===== src/rtl/mux_pkg.sv =====
// Shared definitions for the mux-scan serializer: state encoding and default geometry.
package mux_pkg;

   localparam logic ST_IDLE  = 1'b0;
   localparam logic ST_SHIFT = 1'b1;

   localparam int DEF_WIDTH = 16;
   localparam int DEF_SEL_W = 4;

   typedef enum logic {
      S_IDLE  = ST_IDLE,
      S_SHIFT = ST_SHIFT
   } state_e;

endpackage : mux_pkg


===== src/rtl/mux16_sel_tree.sv =====
// Combinational 16:1 select built as four 4:1 muxes feeding a final 4:1 stage.
module mux16_sel_tree (
   input  logic [15:0] in,
   input  logic [3:0]  sel,
   output logic        out
);

   logic [3:0] stage1;

   always_comb begin
      for (int g = 0; g < 4; g++) begin
         stage1[g] = 1'b0;
         unique case (sel[1:0])
            2'd0: stage1[g] = in[4*g + 0];
            2'd1: stage1[g] = in[4*g + 1];
            2'd2: stage1[g] = in[4*g + 2];
            2'd3: stage1[g] = in[4*g + 3];
            default: stage1[g] = 1'b0;
         endcase
      end
   end

   always_comb begin
      out = 1'b0;
      unique case (sel[3:2])
         2'd0: out = stage1[0];
         2'd1: out = stage1[1];
         2'd2: out = stage1[2];
         2'd3: out = stage1[3];
         default: out = 1'b0;
      endcase
   end

endmodule : mux16_sel_tree


===== src/rtl/mux_scan_serializer.sv =====
// Holds a word and walks a select counter across the mux tree, one serial beat per handshake.
//
//   state   | meaning
//   S_IDLE  | no word held, in_ready high, no beats offered
//   S_SHIFT | word held, ser_out = word_q[sel_q] offered each cycle
module mux_scan_serializer
   import mux_pkg::*;
#(
   parameter int WIDTH     = DEF_WIDTH,
   parameter int SEL_W     = DEF_SEL_W,
   parameter bit MSB_FIRST = 1'b0
) (
   input  logic             clk,
   input  logic             rst,
   input  logic             in_valid,
   output logic             in_ready,
   input  logic [WIDTH-1:0] in_data,
   output logic             out_valid,
   input  logic             out_ready,
   output logic             ser_out,
   output logic [SEL_W-1:0] sel_out,
   output logic             last,
   output logic             busy
);

   localparam logic [SEL_W-1:0] SEL_START = MSB_FIRST ? SEL_W'(WIDTH-1) : '0;
   localparam logic [SEL_W-1:0] SEL_END   = MSB_FIRST ? '0 : SEL_W'(WIDTH-1);

   state_e           state_q;
   logic [WIDTH-1:0] word_q;
   logic [SEL_W-1:0] sel_q;
   logic [SEL_W-1:0] sel_d;
   logic             last_q;
   logic             load;
   logic             beat_acc;

   // Ready on the final accepted beat too, so consecutive words stream without a bubble.
   assign in_ready = !rst && ((state_q == S_IDLE) || (last_q && out_ready));
   assign load     = in_valid && in_ready;
   assign beat_acc = (state_q == S_SHIFT) && out_ready;

   always_comb begin
      sel_d = sel_q;
      if (MSB_FIRST) sel_d = sel_q - SEL_W'(1);
      else           sel_d = sel_q + SEL_W'(1);
   end

   always_ff @(posedge clk) begin
      if (rst) begin
         state_q <= S_IDLE;
         word_q  <= '0;
         sel_q   <= SEL_START;
         last_q  <= 1'b0;
      end else begin
         unique case (state_q)
            S_IDLE: begin
               if (load) begin
                  state_q <= S_SHIFT;
                  word_q  <= in_data;
                  sel_q   <= SEL_START;
                  last_q  <= 1'b0;
               end
            end
            S_SHIFT: begin
               if (beat_acc) begin
                  if (last_q) begin
                     sel_q  <= SEL_START;
                     last_q <= 1'b0;
                     if (load) word_q  <= in_data;
                     else      state_q <= S_IDLE;
                  end else begin
                     sel_q  <= sel_d;
                     last_q <= (sel_d == SEL_END);
                  end
               end
            end
            default: state_q <= S_IDLE;
         endcase
      end
   end

   assign out_valid = (state_q == S_SHIFT);
   assign busy      = (state_q == S_SHIFT);
   assign last      = last_q;
   assign sel_out   = sel_q;

   mux16_sel_tree u_tree (
      .in  (word_q),
      .sel (sel_q),
      .out (ser_out)
   );

endmodule : mux_scan_serializer


===== config.mk =====
export PLATFORM = sky130hd
export DESIGN_NAME = mux_scan_serializer
export DESIGN_NICKNAME = d
export VERILOG_FILES = /design/src/rtl/mux_pkg.sv /design/src/rtl/mux16_sel_tree.sv /design/src/rtl/mux_scan_serializer.sv
export SDC_FILE = /design/constraint.sdc
export NUM_CORES = 1
export LEC_CHECK = 0
export ABC_AREA = 1
export CAP_MARGIN = 20
export CORE_ASPECT_RATIO = 0.8
export CORE_MARGIN = 4
export CORE_UTILIZATION = 35
export DETAILED_ROUTE_END_ITERATION = 12
export GPL_ROUTABILITY_DRIVEN = 0
export PLACE_DENSITY = 0.62
export SYNTH_ARGS = -nofsm -noshare
export SYNTH_HDL_FRONTEND = slang
export SYNTH_SLANG_ARGS = --single-unit

===== constraint.sdc =====
create_clock -name clk -period 1.4 [get_ports clk]
set_input_delay 0.14 -clock clk [delete_from_list [all_inputs] [get_ports clk]]
set_output_delay 0.14 -clock clk [all_outputs]
set_load 0.01 [all_outputs]

# ---- Word-level counts from Yosys, hierarchy flattened
# Index checks and enable logic that the tools add are counted.
dict set report totals {
  out_inout_bits 9
  register_bits 22
  input_bits 20
  word_cells 47
}
dict set report classes {
  bitwise_logic 1
  addsub 1
  n_eq_ne 10
  n_reduce_logical 10
  n_mux 21
}
# op n
set op_table {}
lappend op_table {{two-way mux 16 bit} 3}
lappend op_table {{case mux 16 bit (2 select lines)} 1}
lappend op_table {{case mux 1 bit (4 select lines)} 5}
lappend op_table {{two-way mux 4 bit} 3}
lappend op_table {{== test 2 bit (second input constant)} 4}
lappend op_table {{case mux 4 bit (2 select lines)} 1}
lappend op_table {{two-way mux 1 bit} 6}
lappend op_table {{adder 4 x 1 -> 4 bit (second input constant)} 1}
lappend op_table {{== test 2 x 1 -> 1 bit (second input constant)} 2}
lappend op_table {{== test 4 bit (second input constant)} 1}
lappend op_table {{logical AND 1 bit} 4}
lappend op_table {{logical NOT 2 bit} 2}
lappend op_table {{!= test 2 x 1 -> 1 bit (second input constant)} 2}
lappend op_table {{case mux 1 bit (2 select lines)} 2}
lappend op_table {{AND reduction 2 bit} 2}
lappend op_table {{!= test 2 bit (second input constant)} 1}
lappend op_table {{logical NOT 1 bit} 1}
lappend op_table {{logical OR 1 bit} 1}
lappend op_table {{inverter 1 bit} 1}

# ---- Longest topological paths before layout
# Gate-level depths: netlist (run 1).
dict set report logic_depth {
  ltp_word 8
  depth_mapped 8
  mapped_depth_nobuf 8
}

# ---- By module
# From an unflattened synthesis (run 1), not the netlist that was laid out.
dict set report unflattened {
  cells_unflattened 154
  hier_area_um2 1089.8
}
# module seq_area_each_um2 area_each_um2 instances cells_per_inst
set modules_own_cells {}
lappend modules_own_cells {mux_scan_serializer 440.4 900.9 1 117}
lappend modules_own_cells {mux16_sel_tree 0.0 188.9 1 37}

# ---- Worst setup path before layout (run 1)
# Ideal clock, no wire load.
dict set report synth_timing {
  path_kind {reg2out}
  from {register sel_q[0], in the netlist sel_out[0]}
  to {output ser_out}
  path_slack_ns 0.078
  required_ns 1.260
  stages_incl_launch_ff 9
  path_buffers 0
  arrival_ns 1.182
  cell_sequence {dfxtp_1 -> inv_1 -> ha_1 -> nand2_1 -> nand3_1 -> nand2_1 -> nand3_1 -> nand3_1 -> nand2_1}
}
dict set report synth_between {
  elab_chain_len 3
  elab_cells_between_ends 9
  classes_between {eq/ne (3); mux (5); reduce/logical (1)}
}
# item line_no
set synth_rtl {}
lappend synth_rtl {{start, declared} mux_scan_serializer.sv:31} ;# logic [SEL_W-1:0] sel_q;
lappend synth_rtl {{start signal, assigned} mux_scan_serializer.sv:72} ;# sel_q <= sel_d;
lappend synth_rtl {{== test 2 bit (tied with other cells)} mux16_sel_tree.sv:13} ;# unique case (sel[1:0])
lappend synth_rtl {{case mux 1 bit (4 select lines)} mux16_sel_tree.sv:13}
lappend synth_rtl {{case mux 1 bit (4 select lines) *} mux16_sel_tree.sv:25} ;# unique case (sel[3:2])
lappend synth_rtl {{end, declared} mux_scan_serializer.sv:20} ;# output logic ser_out,
# Mark *: on every way between the ends. The rest lies on a longest branch, timed or not.

# ---- Final worst setup path (run 1)
dict set report layout_timing {
  from {register sel_q[1], in the netlist sel_out[1]}
  to {output ser_out}
}
# The elaborated chain is that of the path after synthesis.

==> results by group, run 1 <==
Synthesis
  – Most frequent cell after synthesis: nand2_1
  – Post-Synthesis Cells: 151
  – Post-Synth XOR/XNOR Area: 0%
  – Synth Area in Simple Gates: 41.4%
  – Synth Warn #: 0
  – Syn avg cell area: 7.22 um^2
  – Post-synthesis mux area share: 0%
  – Post-synth top cells: nand2_1 (45), nand3_1 (44), dfxtp_1 (22), inv_1 (9), a21oi_1 (7)
  – Number of synthesized flops with an enable pin: 0
  – Synth top area cells: dfxtp_1 (40%), nand3_1 (20%), nand2_1 (15%)
  – Adder-cell share of the synthesized area: 4.59%
  – Largest area contributor in the netlist: dfxtp_1
  – Yosys top cell area share: 40.4%
  – Syn_nets: 175
  – Main combinational cell family by area after synthesis: simple AND/OR/NAND/NOR gates
  – Synth Register Bits: 22
  – Synth Area in Compound Gates: 6.31%
  – Synth unique cells: 19
  – Primary FF master, synth: dfxtp_1
  – Mapped Area: 0.00109 mm^2
  – Async SR Flop Fraction: 0%
  – Seq/Total Area, Yosys: 40.4%

Setup path
  – CP Class: reg2out
  – Critical Path Start Type: flip-flop
  – Worst Path Arrival: 1.42 ns
  – CP Launch Point: sel_out[1]
  – RR Startpoint: last
  – Worst-path fanout max: 4
  – CP Capture Type: primary output
  – CP required: 1.26 ns

Cells and area
  – Multi-input logic area: 653 um^2
  – Area Overhead vs Synth: 52.5%
  – Reg area: 450 um^2
  – Final #Nets: 215
  – Antenna Cells: 0
  – Layout fillers: 275
  – Final instance area: 0.00166 mm^2
  – Share of layout cells above drive strength 1: 22.6%

Routing
  – Drc violations: 0
  – Vias per Instance: 4.94
  – Post-DRT Antenna Nets: 0
  – Number of DRC markers in iteration 0: 49
  – DR WL/cell: 12.8 um
  – DR pass1 iterations: 4
  – Via count: 1126
  – WL final: 2920 um

GRT
  – Grt ovf: 0
  – Gr busiest metal: met2
  – M1 GR Usage: 19.3%
  – GRT Overall Usage: 14.8%
  – Antenna violations before repair: 0
  – Met3 GRT Util: 4.85%
  – First-pass GRT wire length: 4860 um
  – Largest net degree at the start of global routing: 20
  – GRT met2 Usage: 24.3%
  – Vias in the first global route: 1035

Clock tree
  – Root Driver: clkbuf_8
  – CTS Buf Count: 3
  – CTS sink cnt: 22
  – Worst skew pair latency: 0.26 ns
  – Clock buffer depth: 2
  – Post-CTS Hold Buffers: 0
  – CTS tree: built
  – Number of H-tree levels: 1
  – Clock transition at path regs: 0.08 ns

Floorplan
  – Core Region: 0.00287 mm^2
  – Core Rows: 17
  – Die W: 70.4 um
  – DIE HEIGHT: 57.9 um
  – # IOs: 29
  – Starting density of the core: 38.0%
  – DIE AREA: 0.00408 mm^2

Placed design
  – Port bufs: 28
  – Placed standard-cell area: 0.00148 mm^2
  – DP HPWL: 2140 um
  – Pre-CTS setup slack: -0.339 ns

Min path
  – Hold Path Class: in2reg
  – Hold path startpoint: in_data[15]

Timing
  – Final WS setup: -0.161 ns
  – Slew Viols, Final: 0
  – Final period util: 112%
  – FMAX: 0.641 GHz
  – Clk_skew: 0.00184 ns
  – Final setup fails: 1
  – RSZ-0062 raised after global routing: true
  – Minimum clock period: 1.56 ns
  – Fin. Hold Viols: 0
  – Worst-Margin Slew: 0.206 ns
  – Max_slew headroom: 86.3%

Run
  – Max-cap violations: 0

Pwr
  – Leakage: 0.764 nW
  – Maximum VDD drop: 527 uV
  – Pwr Density: 928 mW/mm^2

Run status
  – Status: finished, violations left
  – Failing checks: setup timing
-- through the flow --
stage / hold slack [ns] / utilization [%] / cells / TNS [ns] / power [mW]
2_1_floorplan: 0.209 / - / 151 / 0 / 0.814
3_3_place_gp: 0.459 / 51.6 / 223 / -2.61 / 0.938
3_5_place_dp: 0.463 / 51.6 / 223 / -2.88 / 0.944
4_1_cts: 0.429 / 54.5 / 228 / -0.171 / 1.53
5_1_grt: 0.434 / 57.9 / 228 / -0.241 / 1.60
6_report: 0.429 / 57.9 / 228 / -0.161 / 1.54
-- layer usage --
metal  wire [um]  part of all wire [%]
met2        1400                    48
met1        1340                    46
met5           0                     0
met3         159                   5.4
met4          14                  0.48
-- placed cells by master, fill, tap and decap left out, drive strengths merged, types with 2 or more instances in the layout --
| cell type | Yosys | final |
|---|---|---|
| a21oi | 8 | 8 |
| buf | 6 | 15 |
| clkbuf | 1 | 3 |
| clkdlybuf4s50 | 0 | 22 |
| dfxtp | 22 | 22 |
| dlygate4sd2 | 0 | 4 |
| ha | 4 | 4 |
| inv | 9 | 9 |
| nand2 | 47 | 47 |
| nand3 | 46 | 46 |
| nor2 | 3 | 3 |
| o21ai | 2 | 2 |
-- state kept, by name, summed over array words and instances, names as in the netlist --
signal	count
busy	1
last	1
sel_out	4
word_q	16
-- worst max-delay path, stage by stage (launching register included) --
cell and delay, ns:
dfxtp_4 0.41, inv_4 0.06, ha_4 0.17, nand2_2 0.06
nand3_2 0.07, nand2_2 0.06, nand3_2 0.07, nand3_2 0.08
nand2_2 0.06, buf_6 0.11
-- cell families after synthesis --
group                      after synthesis
and+or+nand+nor                         98
AOI/OAI and AO/OA                       11
DFF                                     22
adders and majority gates                4
buffers and inverters                   16
-- worst paths after layout --
| path | end | slack [ns] | cells after the start |
|---|---|---|---|
| max reg2reg | word_q[1] | 0.15 | 6 |
| max | ser_out | -0.16 | 9 |
| min | word_q[15] | 0.43 | 3 |
| min reg2reg | word_q[13] | 0.47 | 2 |
-- cell type report --
class	count	area share (%)
timing repair buffer	42	24.1
clock buffer	3	2.48
multi-input combinational	113	39.3
tap	38	2.86
clock inverter	1	1.81
inverter	9	2.33
sequential	22	27.1
-- repair_timing --
action | CTS | global route
pin swaps | 0 | 11
resized for setup | 16 | 22
hold endpoints to repair | 0 | 0
endpoints found under the setup margin | 7 | 6
buffers inserted | 1 | 0
-- report_power, final --
part	switching [mW]	internal (mW)
clock	0.212	0.382
combinational	0.115	0.134
sequential	0.0364	0.663
total	0.363	1.18
Note: power is estimated with default switching activity, not from simulation.
==> run 2: changes to the inputs <==
- CAP_MARGIN: 20 -> unset
- SYNTH_HIERARCHICAL: unset -> 1
==> results by group, run 2 <==
Placed design
  – Pre-CTS setup slack: -0.235 ns (was -0.339 ns)
  – DP HPWL: 1940 um (was 2140 um)
  – Port bufs: 28 (unchanged)
  – Placed standard-cell area: 0.00147 mm^2 (was 0.00148 mm^2)
  – DP Cell Count: 225 (was 223)

Floorplan
  – Core Rows: 17 (unchanged)
  – Core Region: 0.00287 mm^2 (unchanged)
  – Starting density of the core: 38.0% (unchanged)
  – # IOs: 29 (unchanged)
  – Die W: 70.4 um (unchanged)
  – DIE AREA: 0.00408 mm^2 (unchanged)
  – DIE HEIGHT: 57.9 um (unchanged)

Cells and area
  – Most frequent cells in the layout: nand2_1 (51), nand3_1 (32), clkdlybuf4s50_1 (20) (was nand2_1 (40), nand3_1 (40), clkdlybuf4s50_1 (22))
  – Non-filler cells in the finished layout: 229 (was 228)
  – Commonest non-fill, non-tap cell in the layout: nand2_1
  – Share of layout cells above drive strength 1: 17.8% (was 22.6%)
  – Area Overhead vs Synth: 42.0% (was 52.5%)
  – Antenna Cells: 0 (unchanged)
  – Reg with most FFs: word_q (unchanged)
  – Final instance area: 0.00155 mm^2 (was 0.00166 mm^2)
  – Final #Nets: 214 (was 215)
  – Largest register FFs: 16 (unchanged)

Synthesis
  – Synth unique cells: 20 (was 19)
  – Synth Register Bits: 22 (unchanged)
  – Primary FF master, synth: dfxtp_1 (unchanged)
  – Post-synth top cells: nand2_1 (51), nand3_1 (33), dfxtp_1 (22), nor2_1 (9) (was nand2_1 (45), nand3_1 (44), dfxtp_1 (22), inv_1 (9), a21oi_1 (7))
  – Async SR Flop Fraction: 0% (unchanged)
  – Number of synthesized flops with an enable pin: 0 (unchanged)
  – Yosys top cell area share: 40.4% (unchanged)
  – Mapped Area: 0.00109 mm^2 (unchanged)
  – Post-Synthesis Cells: 154 (was 151)
  – Syn_nets: 176 (was 175)
  – Syn avg cell area: 7.08 um^2 (was 7.22 um^2)
  – Seq/Total Area, Yosys: 40.4% (unchanged)
  – Synth top area cells: dfxtp_1 (40%), nand2_1 (18%), nand3_1 (15%) (was dfxtp_1 (40%), nand3_1 (20%), nand2_1 (15%))
  – Synth Warn #: 6 (was 0)
  – Largest area contributor in the netlist: dfxtp_1 (unchanged)
  – Most frequent cell after synthesis: nand2_1 (unchanged)

Clock tree
  – Post-CTS Hold Buffers: 0 (unchanged)
  – CTS Buf Count: 3 (unchanged)
  – Root Driver: clkbuf_8 (unchanged)
  – Clock transition at path regs: 0.08 ns (about the same)
  – Clock buffer depth: 2 (unchanged)
  – CTS tree: built (unchanged)
  – Setup Fix Bufs, Post-CTS: 0 (was 1)
  – Worst skew pair latency: 0.26 ns (about the same)
  – CTS sink cnt: 22 (unchanged)
  – Number of H-tree levels: 1 (unchanged)

GRT
  – Vias in the first global route: 945 (was 1035)
  – Grt ovf: 0 (unchanged)
  – Antenna violations before repair: 0 (unchanged)
  – First-pass GRT wire length: 4260 um (was 4860 um)
  – GRT Overall Usage: 12.7% (was 14.8%)
  – Largest net degree at the start of global routing: 21 (was 20)

Timing
  – Final period util: 101% (was 112%)
  – Setup TNS: -0.0117 ns (was -0.161 ns)
  – Worst-Margin Slew: 0.270 ns (was 0.206 ns)
  – Minimum clock period: 1.41 ns (was 1.56 ns)
  – Slew Viols, Final: 0 (unchanged)
  – Max_slew headroom: 81.9% (was 86.3%)
  – Final WS setup: -0.0117 ns (was -0.161 ns)
  – RSZ-0062 raised after global routing: true (unchanged)
  – Clk_skew: 0.00141 ns (was 0.00184 ns)
  – Fin. Hold Viols: 0 (unchanged)
  – FMAX: 0.708 GHz (was 0.641 GHz)
  – Final setup fails: 1 (unchanged)

Setup path
  – Worst-path fanout max: 11 (was 4)
  – Reg-to-reg slack, setup: 0.08 ns (was 0.15 ns)
  – Critical Path Start Type: flip-flop (unchanged)
  – Worst Path Arrival: 1.27 ns (was 1.42 ns)
  – Slowest cell on the critical path: dfxtp_2 (was dfxtp_4)
  – CP peak stage delay: 0.34 ns (was 0.41 ns)
  – Cell mode on critical path: nand4_1
  – CP required: 1.26 ns (about the same)
  – CP Capture Type: primary output (unchanged)
  – Critical path, cell by cell: buf_12, inv_2, nand3_1, nand4_1, nand2_1, nand4_1, clkbuf_2 (was inv_4, ha_4, nand2_2, nand3_2, nand2_2, nand3_2, nand3_2, nand2_2, buf_6)
  – CP Class: reg2out (unchanged)

Pwr
  – Pwr Total: 1.60 mW (was 1.54 mW)
  – Maximum VDD drop: 538 uV (was 527 uV)
  – Leakage: 0.727 nW (was 0.764 nW)
  – Pwr Density: 1030 mW/mm^2 (was 928 mW/mm^2)

Routing
  – DR pass1 iterations: 4 (unchanged)
  – DR WL/cell: 10.9 um (was 12.8 um)
  – Post-DRT Antenna Nets: 0 (unchanged)
  – Drc violations: 0 (unchanged)
  – WL final: 2490 um (was 2920 um)
  – Number of DRC markers in iteration 0: 50 (was 49)
  – Vias per Instance: 4.68 (was 4.94)
  – Via count: 1072 (was 1126)

Run status
  – Status: finished, violations left (unchanged)
  – Failing checks: setup timing (unchanged)

Min path
  – Hold Path Class: in2reg (unchanged)

Run
  – Max-cap violations: 0 (unchanged)
-- run 2: cell count changes after synthesis, moves of 2 or more --
| cell | previous run | this run |
|---|---|---|
| a21oi_1 | 7 | 4 |
| nand4_1 | 1 | 6 |
| nand2_1 | 45 | 51 |
| nor2_1 | 3 | 9 |
| nand3_2 | 2 | 0 |
| inv_2 | 0 | 4 |
| nor2_4 | 0 | 2 |
| ha_1 | 4 | 2 |
| inv_1 | 9 | 6 |
| nand3_1 | 44 | 33 |
-- run 2: stage by stage --
step,utilization [%],hold slack (ns)
after global routing,53.9,0.415
after CTS,53.7,0.408
final,53.9,0.411
after global placement,51.2,0.461
after detailed placement,51.2,0.459
after floorplan,-,0.212
-- run 2: cells by family after synthesis --
group / after synthesis / share of synthesized area, %
fa+ha+maj: 2 / 2.30
simple gates: 105 / 44.1
compound gates: 7 / 3.21
flops: 22 / 40.4
buf+inv: 18 / 9.99
-- run 2: layout make-up --
type / count / area [um^2]
Inverter: 11 / 46.3
Clock buffer: 3 / 41.3
Multi-Input combinational cell: 114 / 548
Timing Repair Buffer: 40 / 385
Sequential cell: 22 / 449
Clock inverter: 1 / 30.0
Tap cell: 38 / 47.5
Fill cell: 289 / 1320
-- run 2: routing by layer --
layer	part of all wire, %	GRT usage (%)	wire length (um)
met2	44	19.9	1110
met5	0	0	0
met3	5.5	4.51	138
met1	49	17.4	1230
met4	0.44	1.64	11
-- run 2: worst paths after layout --
kind / from / end / depth (start not counted)
max: sel_out[1] / ser_out / 7
min: in_data[7] / word_q[7] / 3
max reg2reg: sel_out[1] / last / 8
min reg2reg: word_q[11] / word_q[11] / 2
-- run 2: timing repair --
action / in CTS / in global routing
resized for setup: 15 / 4
endpoints found under the setup margin: 11 / 3
pin swaps: 0 / 0
-- run 2: critical path, delay by kind of cell, from the launching register on --
kind	cells	cell delay (ns)
simple gates	4	0.35
flops	1	0.34
buf+inv	3	0.32
-- run 2: power by group --
part	leakage (nW)	switching [mW]	internal (mW)	total (mW)
logic	0.508	0.145	0.158	0.303
clock network	0.0357	0.204	0.382	0.585
registers	0.183	0.0375	0.671	0.708
total	0.727	0.386	1.21	1.60
